$ cat config.mk
export PLATFORM = sky130hd
export DESIGN_NAME = stream_mux_rr
export DESIGN_NICKNAME = d
export VERILOG_FILES = /design/src/rtl/stream_mux_rr.sv
export SDC_FILE = /design/constraint.sdc
export NUM_CORES = 1
export LEC_CHECK = 0
export BUFFER_PORTS_ARGS = -buffer_cell sky130_fd_sc_hd__buf_2
export CORE_MARGIN = 2
export CORE_UTILIZATION = 32
export CTS_CLUSTER_DIAMETER = 120
export DETAILED_ROUTE_END_ITERATION = 12
export GPL_TIMING_DRIVEN = 0
export MAX_ROUTING_LAYER = met4
export PLACE_DENSITY = 0.66
export SLEW_MARGIN = 20
export SYNTH_ARGS = -nofsm -noshare
export SYNTH_HDL_FRONTEND = slang
export SYNTH_SLANG_ARGS = --single-unit
export TNS_END_PERCENT = 10
$ cat constraint.sdc
create_clock -name clk -period 3.3 [get_ports clk]
set_input_delay 0.825 -clock clk [delete_from_list [all_inputs] [get_ports clk]]
set_output_delay 0.825 -clock clk [all_outputs]
set_load 0.05 [all_outputs]
$ cat src/rtl/stream_mux_rr.sv
// N:1 valid/ready stream multiplexer with round-robin arbitration and a registered output stage.
// Define MUX_FORCE_SEL_EN to add force_en/force_sel, which pin the grant to one channel.
module stream_mux_rr #(
    parameter int NUM_CH = 4,
    parameter int WIDTH  = 8,
    parameter int CH_W   = $clog2(NUM_CH)
) (
    input  logic                      clk,
    input  logic                      rst_n,
    input  logic [NUM_CH-1:0]         in_valid,
    input  logic [NUM_CH*WIDTH-1:0]   in_data,
    output logic [NUM_CH-1:0]         in_ready,
`ifdef MUX_FORCE_SEL_EN
    input  logic                      force_en,
    input  logic [CH_W-1:0]           force_sel,
`endif
    output logic                      out_valid,
    output logic [WIDTH-1:0]          out_data,
    output logic [CH_W-1:0]           out_ch,
    input  logic                      out_ready
);

    logic                out_valid_q, out_valid_d;
    logic [WIDTH-1:0]    out_data_q, out_data_d;
    logic [CH_W-1:0]     out_ch_q, out_ch_d;
    logic [CH_W-1:0]     last_q, last_d;

    logic [NUM_CH-1:0]   eligible;
    logic [NUM_CH-1:0]   grant;
    logic [CH_W-1:0]     grant_idx;
    logic                grant_found;
    logic                load_en;
    logic                xfer;
    logic                rotate;
    logic [WIDTH-1:0]    ch_data [NUM_CH];

    genvar gi;
    generate
        for (gi = 0; gi < NUM_CH; gi++) begin : g_ch
            assign ch_data[gi]  = in_data[gi*WIDTH +: WIDTH];
            assign in_ready[gi] = grant[gi] && load_en;
        end
    endgenerate

    assign load_en = !out_valid_q || out_ready;

`ifdef MUX_FORCE_SEL_EN
    always_comb begin
        eligible = '0;
        rotate   = 1'b1;
        if (force_en) begin
            rotate = 1'b0;
            // Out-of-range selections leave every channel ineligible.
            if (int'(force_sel) < NUM_CH)
                eligible[force_sel] = in_valid[force_sel];
        end else begin
            eligible = in_valid;
        end
    end
`else
    assign eligible = in_valid;
    assign rotate   = 1'b1;
`endif

    // Scan starts just after the last granted channel and wraps at NUM_CH.
    always_comb begin
        int idx;
        grant       = '0;
        grant_idx   = '0;
        grant_found = 1'b0;
        idx         = 0;
        for (int i = 1; i <= NUM_CH; i++) begin
            idx = int'(last_q) + i;
            if (idx >= NUM_CH)
                idx = idx - NUM_CH;
            if (!grant_found && eligible[idx]) begin
                grant_found = 1'b1;
                grant_idx   = CH_W'(idx);
                grant[idx]  = 1'b1;
            end
        end
    end

    assign xfer = grant_found && load_en;

    always_comb begin
        out_valid_d = xfer || (out_valid_q && !out_ready);
        out_data_d  = out_data_q;
        out_ch_d    = out_ch_q;
        last_d      = last_q;
        if (xfer) begin
            out_data_d = ch_data[grant_idx];
            out_ch_d   = grant_idx;
            if (rotate)
                last_d = grant_idx;
        end
    end

    always_ff @(posedge clk or negedge rst_n) begin
        if (!rst_n) begin
            out_valid_q <= 1'b0;
            out_data_q  <= '0;
            out_ch_q    <= '0;
            last_q      <= CH_W'(NUM_CH - 1);
        end else begin
            out_valid_q <= out_valid_d;
            out_data_q  <= out_data_d;
            out_ch_q    <= out_ch_d;
            last_q      <= last_d;
        end
    end

    assign out_valid = out_valid_q;
    assign out_data  = out_data_q;
    assign out_ch    = out_ch_q;

endmodule

== Yosys cells after proc, flatten, opt, wreduce, memory -nomap -nowiden ==
Cells that the tools add are included.

* Add/subtract/negate cells: 8
* Multipliers: 0
* Div/mod/pow operators: 0
* Magnitude comparators: 13
* Equality and inequality tests: 0
* Shift-type cells: 0
* Muxes and demuxes: 39
* Bitwise gates (word level): 4
* Reductions and logical operators: 20

{| class="wikitable"
|+ Operators by type and width
! kind !! number
|-
| >= comparator 32 x 1 -> 1 bit (second input constant) || 4
|-
| less-than comparator 32 x 4 -> 1 bit (second input constant) || 4
|-
| two-way mux 32 bit || 4
|-
| binary-select mux 8 bit (select 2 bit) || 1
|-
| two-way mux 1 bit || 16
|-
| two-way mux 4 bit || 4
|-
| two-way mux 8 bit || 2
|-
| logical AND 1 bit || 13
|-
| >= comparator 3 bit (second input constant) || 4
|-
| OR 4 bit || 3
|-
| subtractor 3 x 3 -> 4 bit (second input constant) || 3
|-
| binary-select mux 1 bit (select 2 bit) || 4
|-
| demux 1 bit (select 2 bit) || 4
|-
| two-way mux 2 bit || 4
|-
| adder 2 x 2 -> 3 bit (second input constant) || 2
|-
| logical NOT 1 bit || 5
|-
| subtractor 4 x 3 -> 5 bit (second input constant) || 1
|-
| adder 2 x 3 -> 4 bit (second input constant) || 1
|-
| >= comparator 4 x 3 -> 1 bit (second input constant) || 1
|-
| adder 2 x 1 -> 3 bit (second input constant) || 1
|-
| NOT 2 -> 3 bit || 1
|-
| logical OR 1 bit || 2
|}

* Bits in registers: 13
* Bits in latches: 0
* RAM bits: 0
* Bits in read-only memories: 0
* Input port bits: 39
* Memories: 0

== Longest topological paths before layout ==
* Depth after elaboration: 20
* Mapped depth: 13
* Mapped depth without buffers: 9

== Worst setup path after synthesis ==
Ideal clock, no wire load.

* Path type: register to output
* From: register last_q[0]
* To: output port in_ready[0]
* Data arrival time: 3266 ps
* Required time: 2475 ps
* Path slack: -791 ps
* Cell stages (with the launch flop): 10
* Buffers on the path: 2
* Path through: dfstp_2 > buf_6 > inv_1 > ha_1 > mux4_2 > buf_2 > or3_1 > nor2_1 > a221oi_1 > nor2_1

* Word-level cells in the longest chain between the ends: 17
* Elaborated cells on any way between the ends: 65

{| class="wikitable"
|+ Ends and longest elaborated chain
! item !! RTL line !! RTL
|-
| start: declaration || 26 || <nowiki>logic [CH_W-1:0] last_q, last_d;</nowiki>
|-
| start signal: assignment || 104 || <nowiki>last_q <= CH_W'(NUM_CH - 1);</nowiki>
|-
| start signal: assignment || 109 || <nowiki>last_q <= last_d;</nowiki>
|-
| branches (longest 15 deep; another with >= comparator 32 x 1 -> 1 bit) || - ||
|-
| two-way mux 4 bit * || 76 || <nowiki>if (!grant_found && eligible[idx]) begin</nowiki>
|-
| logical AND 1 bit * || 41 || <nowiki>assign in_ready[gi] = grant[gi] && load_en;</nowiki>
|-
| end: declaration || 12 || <nowiki>output logic [NUM_CH-1:0] in_ready,</nowiki>
|}

Every way passes the cells marked *. The select of a mux whose other input is x is not followed.

== Worst setup path after layout ==
* From: register last_q[0]
* To: output port in_ready[2]

The elaborated chain is that of the path after synthesis.

==> impl_summary.txt <==
----------------------------------------------------
[STA]
  Fin Clk Skew ... 0.00601 ns
  Slew at the pin closest to its max-slew limit ... 0.945 ns
  Peak Freq ... 0.279 GHz
  Final Hold Vio Count ... 0
  Setup repair after global routing missed its margin ... true
  Final number of max-transition violations ... 0
  Fraction of the cycle the final worst path needs ... 109%
  Tightest slew margin relative to the limit ... 36.9%
  Setup violators final ... 4
  Setup WS post-layout ... -0.283 ns
  Final Critical Period ... roughly 3.6 ns

[Run status]
  Violated checks ... negative setup slack
  Result of the run ... finished, violations left

[Routing]
  Vias per Instance ... 5.03
  Iteration-0 DRC count of the detailed router ... 16
  Average wire per cell in the routed design ... 13.6 um
  DRT antenna net count ... 0
  First-pass DRT Iterations ... 4
  Total number of vias ... 1182
  Routed Wire Length ... 3200 um
  Drc violations ... 0

[Cells and area]
  Synthesis-to-finish area growth ... 50.1%
  Layout filler cell count ... approximately 340
  NumNets Final ... 235
  Multi-input logic area ... 921 um^2
  Diodes inserted ... 0
  Layout cell share with drive strength beyond 1 ... 52.9%
  Sequential cell area ... between 300 and 400 um^2
  Filler-free cell count of the finished design ... 235

[Clock tree]
  Clock transition at the register clock pins on the worst setup and hold paths after CTS ... 0.06 ns
  CTS Root Buffer Type ... sky130_fd_sc_hd__clkbuf_8
  Number of sinks driven by the clock tree ... 13
  CTS Buffer Depth ... 2
  Cts bufs inserted ... 3
  CTS H-tree lvls ... 1
  Clock latency of the later-clocked register in the worst-skew pair ... 0.24 ns
  Hold-fix buffers at CTS ... 0
  Clock tree from TritonCTS ... built

[Synth]
  Count of warnings emitted by yosys ... 0
  Sequential area share after synthesis ... 26.9%
  Register bit count reported by yosys ... 13
  Area of the mapped netlist ... 1220 um^2
  Count of mapped cells out of synthesis ... 120
  Synthesized Nets ... 167
  Per-instance average area after synthesis ... 10.2 um^2
  Distinct cell type count after synthesis ... 32

[Critical path]
  Required @ worst endpoint ... ~2.5 ns
  Worst Setup Path Type ... reg2out
  Launch point of the critical path ... last_q[0]
  Startpoint kind of the worst setup timing path ... flip-flop
  Worst setup EP type ... output port
  Largest fanout on the critical path ... 4
  Launch point of the worst reg-to-reg path ... last_q[0]
  Arrival time of data at the critical path endpoint ... 2.76 ns

[GRT]
  Total congestion overflow after global routing ... 0
  Via count of the first global-routing pass ... 1107
  Met3 Track Usage GR ... between 2 and 3%
  Overall routing resource usage ... between 10% and 20%
  Wire length of the first global-routing pass ... 5020 um
  Fraction of met2 tracks used by global routing ... 23.7%
  Number of antenna violations at the first check in global routing ... 0
  Maximum number of pins on one net before global-route repair ... 14
  Global-route layer with the greatest usage ... met2
  Met1 Track Usage GR ... 19.5%

[Die]
  Number of top-level design ports ... 54
  Overall die height ... around 66 um
  Full die area ... about 4300 um^2
  Horizontal extent of the die ... 65.7 um
  Initial core utilization ... between 30% and 40%
  Placement Rows ... 22
  Placeable core area ... ~3700 um^2

[Place]
  Final GP Congestion ... 0.764
  Buffers added on ports ... 53
  Post-DP HPWL ... between 2000 and 2500 um
  Placed cells ... 221

[Run]
  MaxCap Viol Count ... 0

[Hold path]
  Worst min-delay path category ... in2async

----------------------------------------------------
-- cell usage in the layout (no fill, tap or decap), types with 3 or more instances in the layout --
master,instances
sky130_fd_sc_hd__nor2_4,5
sky130_fd_sc_hd__clkbuf_8,3
sky130_fd_sc_hd__mux4_2,4
sky130_fd_sc_hd__buf_4,14
sky130_fd_sc_hd__buf_2,50
sky130_fd_sc_hd__buf_6,4
sky130_fd_sc_hd__mux2i_1,19
sky130_fd_sc_hd__dfrtp_1,11
sky130_fd_sc_hd__a221oi_4,4
sky130_fd_sc_hd__a221o_1,8
sky130_fd_sc_hd__a22oi_1,3
sky130_fd_sc_hd__nor2_1,15
sky130_fd_sc_hd__nor3_1,8
sky130_fd_sc_hd__ha_1,7
-- registers in the layout, indices dropped and copies added (netlist names) --
name	flops
out_valid	1
last_q	2
out_ch	2
out_data	8
-- cell usage after synthesis (all sizes together) --
cell | count | area (um^2)
and2b | 1 | 7.51
dfstp | 2 | 52.6
nand2 | 1 | 3.75
nor3 | 8 | 40.0
inv | 4 | 15.0
or3 | 2 | 12.5
a22oi | 4 | 30.0
nor2 | 21 | 81.3
mux4 | 4 | 93.8
ha | 8 | 100
mux2 | 2 | 22.5
o21bai | 1 | 7.51
mux2i | 19 | 190
xnor2 | 1 | 8.76
buf | 8 | 78.8
o32a | 1 | 10.0
o31ai | 2 | 28.8
a21oi | 2 | 10.0
o21ai | 2 | 10.0
a221o | 8 | 80.1
a221oi | 4 | 35.0
clkbuf | 1 | 3.75
o21a | 1 | 7.51
dfrtp | 11 | 275
nor2b | 2 | 15.0
-- cells by family (layout without fill, tap and decap cells) --
group | Yosys count | after routing | share of synthesized area [%]
adder cells (fa/ha/maj) | 8 | 8 | 8.21
XOR/XNOR | 1 | 1 | 0.718
flip-flops | 13 | 13 | 26.9
AO/OA/AOI/OAI | 25 | 25 | 17.9
buffers and inverters | 13 | 80 | 8.00
AND/OR/NAND/NOR | 35 | 35 | 13.1
multiplexers | 25 | 25 | 25.1
-- layout make-up --
class                   instances  area share (%)
plain buffers                   7            3.62
clock buffers                   4            2.46
inverters                       4            1.23
multi-input cells              94            50.3
flip-flops and latches         13            17.9
well taps                      48            3.28
repair buffers                 65            21.2
-- through the flow --
| step | hold WS [ns] | worst slack [ns] | setup TNS [ns] | area, um^2 | util (%) |
|---|---|---|---|---|---|
| final | 0.457 | -0.283 | -1.04 | 1830 | 50.0 |
| after global routing | 0.474 | -0.388 | -1.47 | 1830 | 50.0 |
| after CTS | 0.466 | -0.390 | -1.47 | 1780 | 48.6 |
| after detailed placement | 0.477 | -0.524 | -2.98 | 1620 | 44.2 |
| after global placement | 0.466 | -0.455 | -2.41 | 1620 | 44.2 |
| after floorplan | 0.529 | -0.286 | -1.12 | 1290 | - |
-- per-layer routing --
metal  vias up  wire, um  share of wire [%]
met5         -         0                  0
met4         0        40                1.2
met3         6       200                6.2
met2        52      1570                 49
met1       536      1390                 43
li1        588         -                  -
-- worst paths after layout --
path                            depth (start not counted)          end  slack [ns]
worst max-delay path                                    8  in_ready[2]       -0.28
worst min-delay path                                    1  out_data[4]        0.46
worst max register to register                          9  out_data[0]        0.18
worst min register to register                          2    out_ch[0]        0.48
max in group asynchronous                               1    last_q[0]        2.56
min in group clk                                        2    out_ch[0]        0.48
-- critical path, cell delays in order (launching register included) --
cell and delay, ns:
sky130_fd_sc_hd__dfstp_2 0.57, sky130_fd_sc_hd__clkinvlp_4 0.12, sky130_fd_sc_hd__ha_4 0.28, sky130_fd_sc_hd__mux4_2 0.52, sky130_fd_sc_hd__or3_4 0.40, sky130_fd_sc_hd__nor2_4 0.24
sky130_fd_sc_hd__a221oi_4 0.11, sky130_fd_sc_hd__nor2_4 0.13, sky130_fd_sc_hd__buf_8 0.15
-- timing repair --
action	4_1_cts	5_1_grt
buffers inserted	9	4
setup endpoints to repair	13	12
gates resized for setup	13	8
pin swaps	3	6
Power is not shown: default switching activity piles up to over one toggle a cycle in this logic, so the estimate is an artifact.
